**config.mk**
```make
export PLATFORM = sky130hd
export DESIGN_NAME = step3_normalize
export DESIGN_NICKNAME = d
export VERILOG_FILES = /design/src/rtl/step3_normalize.sv
export SDC_FILE = /design/constraint.sdc
export NUM_CORES = 1
export LEC_CHECK = 0
export ABC_AREA = 1
export CORE_ASPECT_RATIO = 0.7
export CORE_UTILIZATION = 52
export CTS_CLUSTER_DIAMETER = 120
export DETAILED_ROUTE_END_ITERATION = 10
export PLACE_DENSITY = 0.9
export SLEW_MARGIN = 20
export SYNTH_ARGS = -nofsm -noshare
export SYNTH_HDL_FRONTEND = slang
export SYNTH_SLANG_ARGS = --single-unit
```
**constraint.sdc**
```tcl
create_clock -name clock -period 3 [get_ports clock]
set_clock_uncertainty 0.1 [all_clocks]
set_input_delay 0.3 -clock clock [delete_from_list [all_inputs] [get_ports clock]]
set_output_delay 0.3 -clock clock [all_outputs]
set_load 0.05 [all_outputs]
```
**src/rtl/step3_normalize.sv**
```systemverilog
// -----------------------------------------------------------------------------
// step3_normalize
//
// Normalise and round stage of the floating MAC multiply path. It takes the
// biased exponent sum and the sign from step2_status, together with the 2*MW-bit
// mantissa product from the pipelined multiplier, which arrives in the same
// cycle. It then:
//   - normalises the product,
//   - rounds it to MW-1 fraction bits,
//   - saturates an overflow to infinity,
//   - flushes an underflow to signed zero,
//   - packs the result as an IEEE-754 single.
//
// The stage is a two-deep valid/ready pipeline:
//   s1  : normalised mantissa, guard/sticky, internal exponent, zero flags
//   out : rounded and packed result register that drives the outputs
//
// Configuration macro:
//   ROUND_NEAREST_EN  defined   -> round to nearest, ties to even
//                     undefined -> truncation; guard/sticky are not kept and
//                                  there is no rounding-carry path
//
// Ports:
//   clock          in   1      rising-edge clock
//   resetn         in   1      asynchronous active-low reset
//   in_valid       in   1      input beat valid
//   in_ready       out  1      stage can accept a beat this cycle
//   in_ex_add_out  in   EW     biased exponent sum; 0 means underflowed/zero
//   in_out_sign    in   1      result sign
//   in_mant_prod   in   2*MW   unsigned product in [1,4) or 0
//   out_valid      out  1      output beat valid
//   out_ready      in   1      downstream accepts the beat
//   out_result     out  32     packed {sign, exp, frac}
//   out_ovf        out  1      result saturated to infinity
//   out_unf        out  1      nonzero result flushed to signed zero
// -----------------------------------------------------------------------------
module step3_normalize #(
  parameter int MW = 24,
  parameter int EW = 8
) (
  input  logic            clock,
  input  logic            resetn,
  input  logic            in_valid,
  output logic            in_ready,
  input  logic [EW-1:0]   in_ex_add_out,
  input  logic            in_out_sign,
  input  logic [2*MW-1:0] in_mant_prod,
  output logic            out_valid,
  input  logic            out_ready,
  output logic [31:0]     out_result,
  output logic            out_ovf,
  output logic            out_unf
);

  localparam int PW = 2 * MW;  // product width
  localparam int XW = EW + 1;  // internal exponent width, with headroom for the carries
  localparam logic [XW-1:0] EXP_INF = XW'((1 << EW) - 1);

  // ---------------------------------------------------------------------------
  // Handshake
  // ---------------------------------------------------------------------------
  logic s1_valid_q, s1_valid_d;
  logic out_valid_q, out_valid_d;
  logic out_load;
  logic s1_load;

  // The output register is free when it is empty or is being drained this cycle.
  // Stage 1 can then always move forward, so both stages shift together when
  // the pipe is full, the downstream takes a beat and a new beat arrives.
  assign out_load = !out_valid_q || out_ready;
  assign s1_load  = !s1_valid_q || out_load;
  assign in_ready = s1_load;

  always_comb begin
    s1_valid_d  = s1_valid_q;
    out_valid_d = out_valid_q;
    if (s1_load) begin
      s1_valid_d = in_valid;
    end
    if (out_load) begin
      out_valid_d = s1_valid_q;
    end
  end

  always_ff @(posedge clock or negedge resetn) begin
    if (!resetn) begin
      s1_valid_q  <= 1'b0;
      out_valid_q <= 1'b0;
    end else begin
      s1_valid_q  <= s1_valid_d;
      out_valid_q <= out_valid_d;
    end
  end

  // ---------------------------------------------------------------------------
  // Stage 1: normalise
  // ---------------------------------------------------------------------------
  logic          prod_hi;
  logic          s1_sign_d, s1_sign_q;
  logic [XW-1:0] s1_exp_d,  s1_exp_q;
  logic [MW-1:0] s1_mant_d, s1_mant_q;
  logic          s1_zero_d, s1_zero_q;
  logic          s1_unf_d,  s1_unf_q;
`ifdef ROUND_NEAREST_EN
  logic          s1_guard_d,  s1_guard_q;
  logic          s1_sticky_d, s1_sticky_q;
`endif

  // When the product is in [2,4) the top bit is set. The binary point then
  // moves one place and the exponent gains one.
  assign prod_hi = in_mant_prod[PW-1];

  always_comb begin
    s1_sign_d = in_out_sign;
    s1_exp_d  = {1'b0, in_ex_add_out};
    s1_mant_d = in_mant_prod[PW-2 -: MW];
`ifdef ROUND_NEAREST_EN
    s1_guard_d  = in_mant_prod[PW-MW-2];
    s1_sticky_d = |in_mant_prod[PW-MW-3:0];
`endif
    if (prod_hi) begin
      s1_exp_d  = {1'b0, in_ex_add_out} + XW'(1);
      s1_mant_d = in_mant_prod[PW-1 -: MW];
`ifdef ROUND_NEAREST_EN
      s1_guard_d  = in_mant_prod[PW-MW-1];
      s1_sticky_d = |in_mant_prod[PW-MW-2:0];
`endif
    end
    // A zero exponent sum means the exponent already underflowed upstream.
    // A zero product is an exact zero and is not reported as an underflow.
    s1_zero_d = (in_mant_prod == '0) || (in_ex_add_out == '0);
    s1_unf_d  = s1_zero_d && (in_mant_prod != '0);
  end

  always_ff @(posedge clock or negedge resetn) begin
    if (!resetn) begin
      s1_sign_q <= 1'b0;
      s1_exp_q  <= '0;
      s1_mant_q <= '0;
      s1_zero_q <= 1'b0;
      s1_unf_q  <= 1'b0;
`ifdef ROUND_NEAREST_EN
      s1_guard_q  <= 1'b0;
      s1_sticky_q <= 1'b0;
`endif
    end else if (s1_load && in_valid) begin
      s1_sign_q <= s1_sign_d;
      s1_exp_q  <= s1_exp_d;
      s1_mant_q <= s1_mant_d;
      s1_zero_q <= s1_zero_d;
      s1_unf_q  <= s1_unf_d;
`ifdef ROUND_NEAREST_EN
      s1_guard_q  <= s1_guard_d;
      s1_sticky_q <= s1_sticky_d;
`endif
    end
  end

  // ---------------------------------------------------------------------------
  // Stage 2: round and pack
  // ---------------------------------------------------------------------------
  logic [MW-1:0]    rnd_mant;
  logic [XW-1:0]    rnd_exp;
  logic             res_ovf;
  logic [EW+MW-1:0] res_word;
  logic [EW+MW-1:0] out_result_q;
  logic             out_ovf_q;
  logic             out_unf_q;

`ifdef ROUND_NEAREST_EN
  logic          rnd_inc;
  logic [MW:0]   rnd_sum;

  // Round to nearest, ties to even. A carry out of the mantissa leaves it at
  // exactly 2.0, which renormalises to 1.0 with the exponent one higher.
  always_comb begin
    rnd_inc  = s1_guard_q & (s1_sticky_q | s1_mant_q[0]);
    rnd_sum  = {1'b0, s1_mant_q} + {{MW{1'b0}}, rnd_inc};
    rnd_mant = rnd_sum[MW-1:0];
    rnd_exp  = s1_exp_q;
    if (rnd_sum[MW]) begin
      rnd_mant = {1'b1, {(MW-1){1'b0}}};
      rnd_exp  = s1_exp_q + XW'(1);
    end
  end
`else
  always_comb begin
    rnd_mant = s1_mant_q;
    rnd_exp  = s1_exp_q;
  end
`endif

  // Overflow takes priority over the zero flag. Both can only be true together
  // for an infinite exponent input, and upstream never produces one.
  always_comb begin
    res_ovf  = (rnd_exp >= EXP_INF);
    res_word = {s1_sign_q, rnd_exp[EW-1:0], rnd_mant[MW-2:0]};
    if (res_ovf) begin
      res_word = {s1_sign_q, {EW{1'b1}}, {(MW-1){1'b0}}};
    end else if (s1_zero_q) begin
      res_word = {s1_sign_q, {(EW+MW-1){1'b0}}};
    end
  end

  // The result register loads only when a real beat moves in. A stalled beat
  // therefore stays bit-stable, and a bubble does not disturb the last value.
  always_ff @(posedge clock or negedge resetn) begin
    if (!resetn) begin
      out_result_q <= '0;
      out_ovf_q    <= 1'b0;
      out_unf_q    <= 1'b0;
    end else if (out_load && s1_valid_q) begin
      out_result_q <= res_word;
      out_ovf_q    <= res_ovf;
      out_unf_q    <= !res_ovf && s1_unf_q;
    end
  end

  assign out_valid  = out_valid_q;
  assign out_result = out_result_q;
  assign out_ovf    = out_ovf_q;
  assign out_unf    = out_unf_q;

endmodule

```
# Word level (Yosys, flattened, before mapping)
# Index checks and enable logic that the tools add are counted.
# op_classes
addsub	1
order_cmp	1
n_mux	4
n_reduce_logical	13
# op_table
cell	n
31-bit two-way mux	2
48-bit logical NOT	1
48-bit nonzero test	1
23-bit two-way mux	1
8-bit by 1-bit adder with 9-bit output (second input constant)	1
9-bit by 8-bit >= comparator with 1-bit output (second input constant)	1
9-bit two-way mux	1
8-bit logical NOT	1
1-bit logical AND	4
1-bit logical NOT	3
1-bit logical OR	3
# totals
register_bits	71
in_bits	61
output_inout_bits	36
word_cells	29

# Longest topological paths before layout
# logic_depth
word_depth	4
depth_mapped	9
depth_no_buf	8

# Least setup slack after synthesis
# OpenSTA, ideal clock, no wires.
# synth_timing
path_type	register to register
from	register out_valid_q, in the netlist out_valid
to	register s1_exp_q[1], in the netlist rnd_exp[1]
arrival_ns	1.652
required_ns	2.773
path_slack_ns	1.121
path_stages_with_launch	7
n_path_buf	1
synth_period_minus_slack_ns	1.879
cell_sequence	dfrtp_1 > nand3_2 > nand2_4 > inv_4 > buf_6 > o211ai_1 > o21ai_1
# synth_between
elab_chain_cells	4
# synth_rtl
element	line_no	source
start: declaration	63	logic out_valid_q, out_valid_d;
start signal: assignment	91	out_valid_q <= out_valid_d;
1-bit logical NOT	70	assign out_load = !out_valid_q || out_ready;
1-bit logical OR	70	
1-bit logical OR	71	assign s1_load = !s1_valid_q || out_load;
via in_ready	44	output logic in_ready,
1-bit logical AND	146	end else if (s1_load && in_valid) begin
end signal: assignment	148	s1_exp_q <= s1_exp_d;
end: declaration	100	logic [XW-1:0] s1_exp_d, s1_exp_q;
# The timed path passes the listed nets, and every way through them passes these cells.
# A chain may end at the register's enable or synchronous reset.

# Final worst setup path
# layout_timing
from	input out_ready
to	output in_ready
# layout_between
elab_chain_cells	2
# layout_rtl
element	line_no	source
start: declaration	49	input logic out_ready,
1-bit logical OR	70	
1-bit logical OR	71	
end: declaration	44	
# No other way between the ends.

==> flow_summary_export.csv <==
group,metric,value,unit
outcome,status,"finished clean",
floorplan,die-area,0.006949,sq mm
clock_network,postCtsSetupRepairBufs,0,
placement,placed_area,0.004387,sq mm
floorplan,num_io_pins,97,
floorplan,die_h,70.05,um
route,finalWirelength,8040,um
worst_setup_path,cpPeakStageDelay,0.81,ns
worst_setup_path,crit_type,"in -> out",
min_path,hold_path.class,"in -> async",
power,p_leak,0.002100,uW
global_route,track_usage,0.2565,
floorplan,core,0.006306,sq mm
placement,gp_congestion,0.8387,
placement,portBuffers,96,
yosys,synth_edf_count,0,
timing,worst_pin_slew,0.9710,ns
timing,min_period_over_period,0.7096,
worst_setup_path,cpMaxStageDelayCell,"clkdlybuf4s50_1",
worst_setup_path,worst_setup_path_end_kind,"output pin",
global_route,grt_max_degree,65,
floorplan,row_count,24,
timing,setup_tns,0,ns
job,maxCapViolations,0,
final_layout,num-fill-cells,487,
worst_setup_path,worst_setup_path_start_kind,"input port",
yosys,avgSynthCellArea,8.451,sq um
worst_setup_path,crit_arrival,1.73,ns
final_layout,num_antenna_cells,0,
yosys,netlist_area,0.003440,sq mm
power,peakVddDrop,0.2705,mV
route,drt.antenna.violating_nets,0,
floorplan,fp.dieW,99.21,um
yosys,yosysMostFrequentCell,"nand2_1",
clock_network,cts_buffers,9,
timing,final_max_slew_viol_count,0,
clock_network,cts_root_buf,"clkbuf_8",
yosys,synth_common_cells,"nand2_1, dfrtp_1, nor2_1, inv_1",
power,power_density,709.6,mW/mm^2
route,drtIter0Drc,216,
global_route,grt_pass1_vias,2987,
timing,max_freq,469.7,MHz
route,drc_errors,0,
worst_setup_path,path_common_cell,"clkdlybuf4s50_1",
worst_setup_path,worstSetupStartpoint,"out_ready",
yosys,ys_dominant_reg_cell,"dfrtp_1",
final_layout,nets,564,
global_route,antenna_found_initial,0,
yosys,syn_nets,470,
global_route,grt_remaining_overflow,0,
route,first_pass_iters,5,
timing,rsz0062_at_grt,"no",
clock_network,cts_tree,"done",
clock_network,hold_buffers,0,
clock_network,clk_pin_slew,0.07,ns
final_layout,syn2layout_area_growth,32.12,%
worst_setup_path,path_buf_inv,3,
worst_setup_path,r2r-start,"out_valid",
yosys,syn_inst,407,
timing,fin_crit,2.129,ns
route,vias,3055,
timing,setup_viol,0,
final_layout,drive_gt1_frac,0.09307,
clock_network,cts_sinks,71,
worst_setup_path,path_max_fanout,3,
clock_network,clk_latency,0.35,ns
yosys,ys_warn_count,0,
final_layout,finalInstanceArea,0.004544,sq mm
clock_network,cts_resized,0,
yosys,synthArstFlopShare,1.000,
yosys,yosysSeqAreaShare,0.5166,
timing,slew_headroom,0.3527,
clock_network,h-tree-depth,3,
route,wl_per_cell,13.79,um
yosys,ys_types,28,
floorplan,initial_core_util,0.5454,
placement,place_ws,0.6965,ns
route,viasPerCell,5.240,
yosys,synth-seq-cells,71,
yosys,synthTopCellsByArea,"dfrtp_1, nand2_1, nor2_1",
worst_setup_path,cp.required,2.60,ns
worst_setup_path,crit_chain,"clkdlybuf4s50_1 > inv_1 > nand3_2 > clkdlybuf4s50_1",
worst_setup_path,critPathTopFamily,"buffers and inverters",
timing,hold_viol,0,
yosys,synth_top_area_share,0.5166,
clock_network,clockBufferDepth,2,
global_route,grt_pass1_wl,13680,um
timing,fin_ws,0.8711,ns
yosys,synth.largest_area_cell,"dfrtp_1",
placement,dpl.hpwl,5935,um
## placed cells by master (no fill, tap or decap)
cell	synthesis	routed
nand2_1	115	115
clkdlybuf4s50_1	0	95
dfrtp_1	71	71
nor2_1	58	58
inv_1	44	44
o21ai_2	20	20
a31oi_1	20	20
nand3_1	10	10
o21ai_1	10	10
o211ai_1	10	10
clkbuf_8	0	10
o21ai_0	7	7
clkbuf_1	4	4
buf_4	0	4
nor3_1	3	3
nand4_1	3	3
nand3_2	2	2
nand2_2	2	2
nand2_4	2	2
o22ai_1	2	2
a21oi_1	2	2
ha_1	2	2
inv_2	1	1
nand4_4	1	1
inv_4	1	1
nor3_4	1	1
nor2_2	1	1
clkinv_1	1	1
o31ai_1	1	1
clkinv_2	0	1
buf_2	4	1
## layout make-up
type / count / area (sq um) / share of cell area
Clock inverter: 1 / 5.005 / 0.001101
Multi-Input combinational cell: 272 / 1348 / 0.2965
Tap cell: 78 / 97.59 / 0.02148
Clock buffer: 14 / 152.6 / 0.03359
Inverter: 47 / 178.9 / 0.03937
Sequential cell: 71 / 1777 / 0.3910
Timing Repair Buffer: 100 / 985.9 / 0.2170
## metal layers
metal / part of all wire / vias to the layer above / track usage
li1: - / 1492 / -
met1: 0.45 / 1411 / 0.3477
met2: 0.46 / 134 / 0.3974
met3: 0.065 / 18 / 0.06707
met4: 0.018 / 0 / 0.09967
met5: 0 / - / 0
## power breakdown
group          total, uW  internal, uW  leakage [uW]  switching, uW
logic               1300           445       0.00115            853
registers           1280          1170      0.000871            118
clock network        643           318     0.0000805            325
## metrics by stage
| stage | total power [uW] | hold slack [ns] | util | std cells |
|---|---|---|---|---|
| global placement | 2566 | 0.3643 | 0.6956 | 568 |
| CTS | 3246 | 0.02252 | 0.7206 | 583 |
| finish | 3225 | 0.006648 | 0.7206 | 583 |
| global route | 3384 | 0.08919 | 0.7206 | 583 |
| floorplan | 2139 | -0.09559 | - | 407 |
| detailed placement | 2599 | 0.3694 | 0.6956 | 568 |
## cells by family (layout without fill, tap and decap cells)
family                     Yosys count  count (layout)  synth area share
DFF                                 71              71            0.5166
buffers and inverters               64             162           0.09167
AOI/OAI and AO/OA                   72              72            0.1426
and+or+nand+nor                    198             198            0.2419
adders and majority gates            2               2          0.007274
## sequential cells by signal (all words and copies together) (netlist names)
register and cells:
out_valid 1, s1_sign_q 1, s1_unf_q 1, out_unf 1
rnd_exp 9, out_result 32, s1_zero_q 1, rnd_mant 23
out_ovf 1, s1_valid_q 1
## worst paths after layout
path / to / slack, ns / cells past startpoint
min reg2reg: rnd_mant[19] / 0.39 / 2
min: rnd_mant[13] / 0.007 / 1
max: in_ready / 0.87 / 4
max reg2reg: out_result[19] / 1.07 / 5
max in group asynchronous: rnd_exp[7] / 1.99 / 2
min in group clock: rnd_mant[19] / 0.39 / 2
Power figures use the tool's default switching activity.
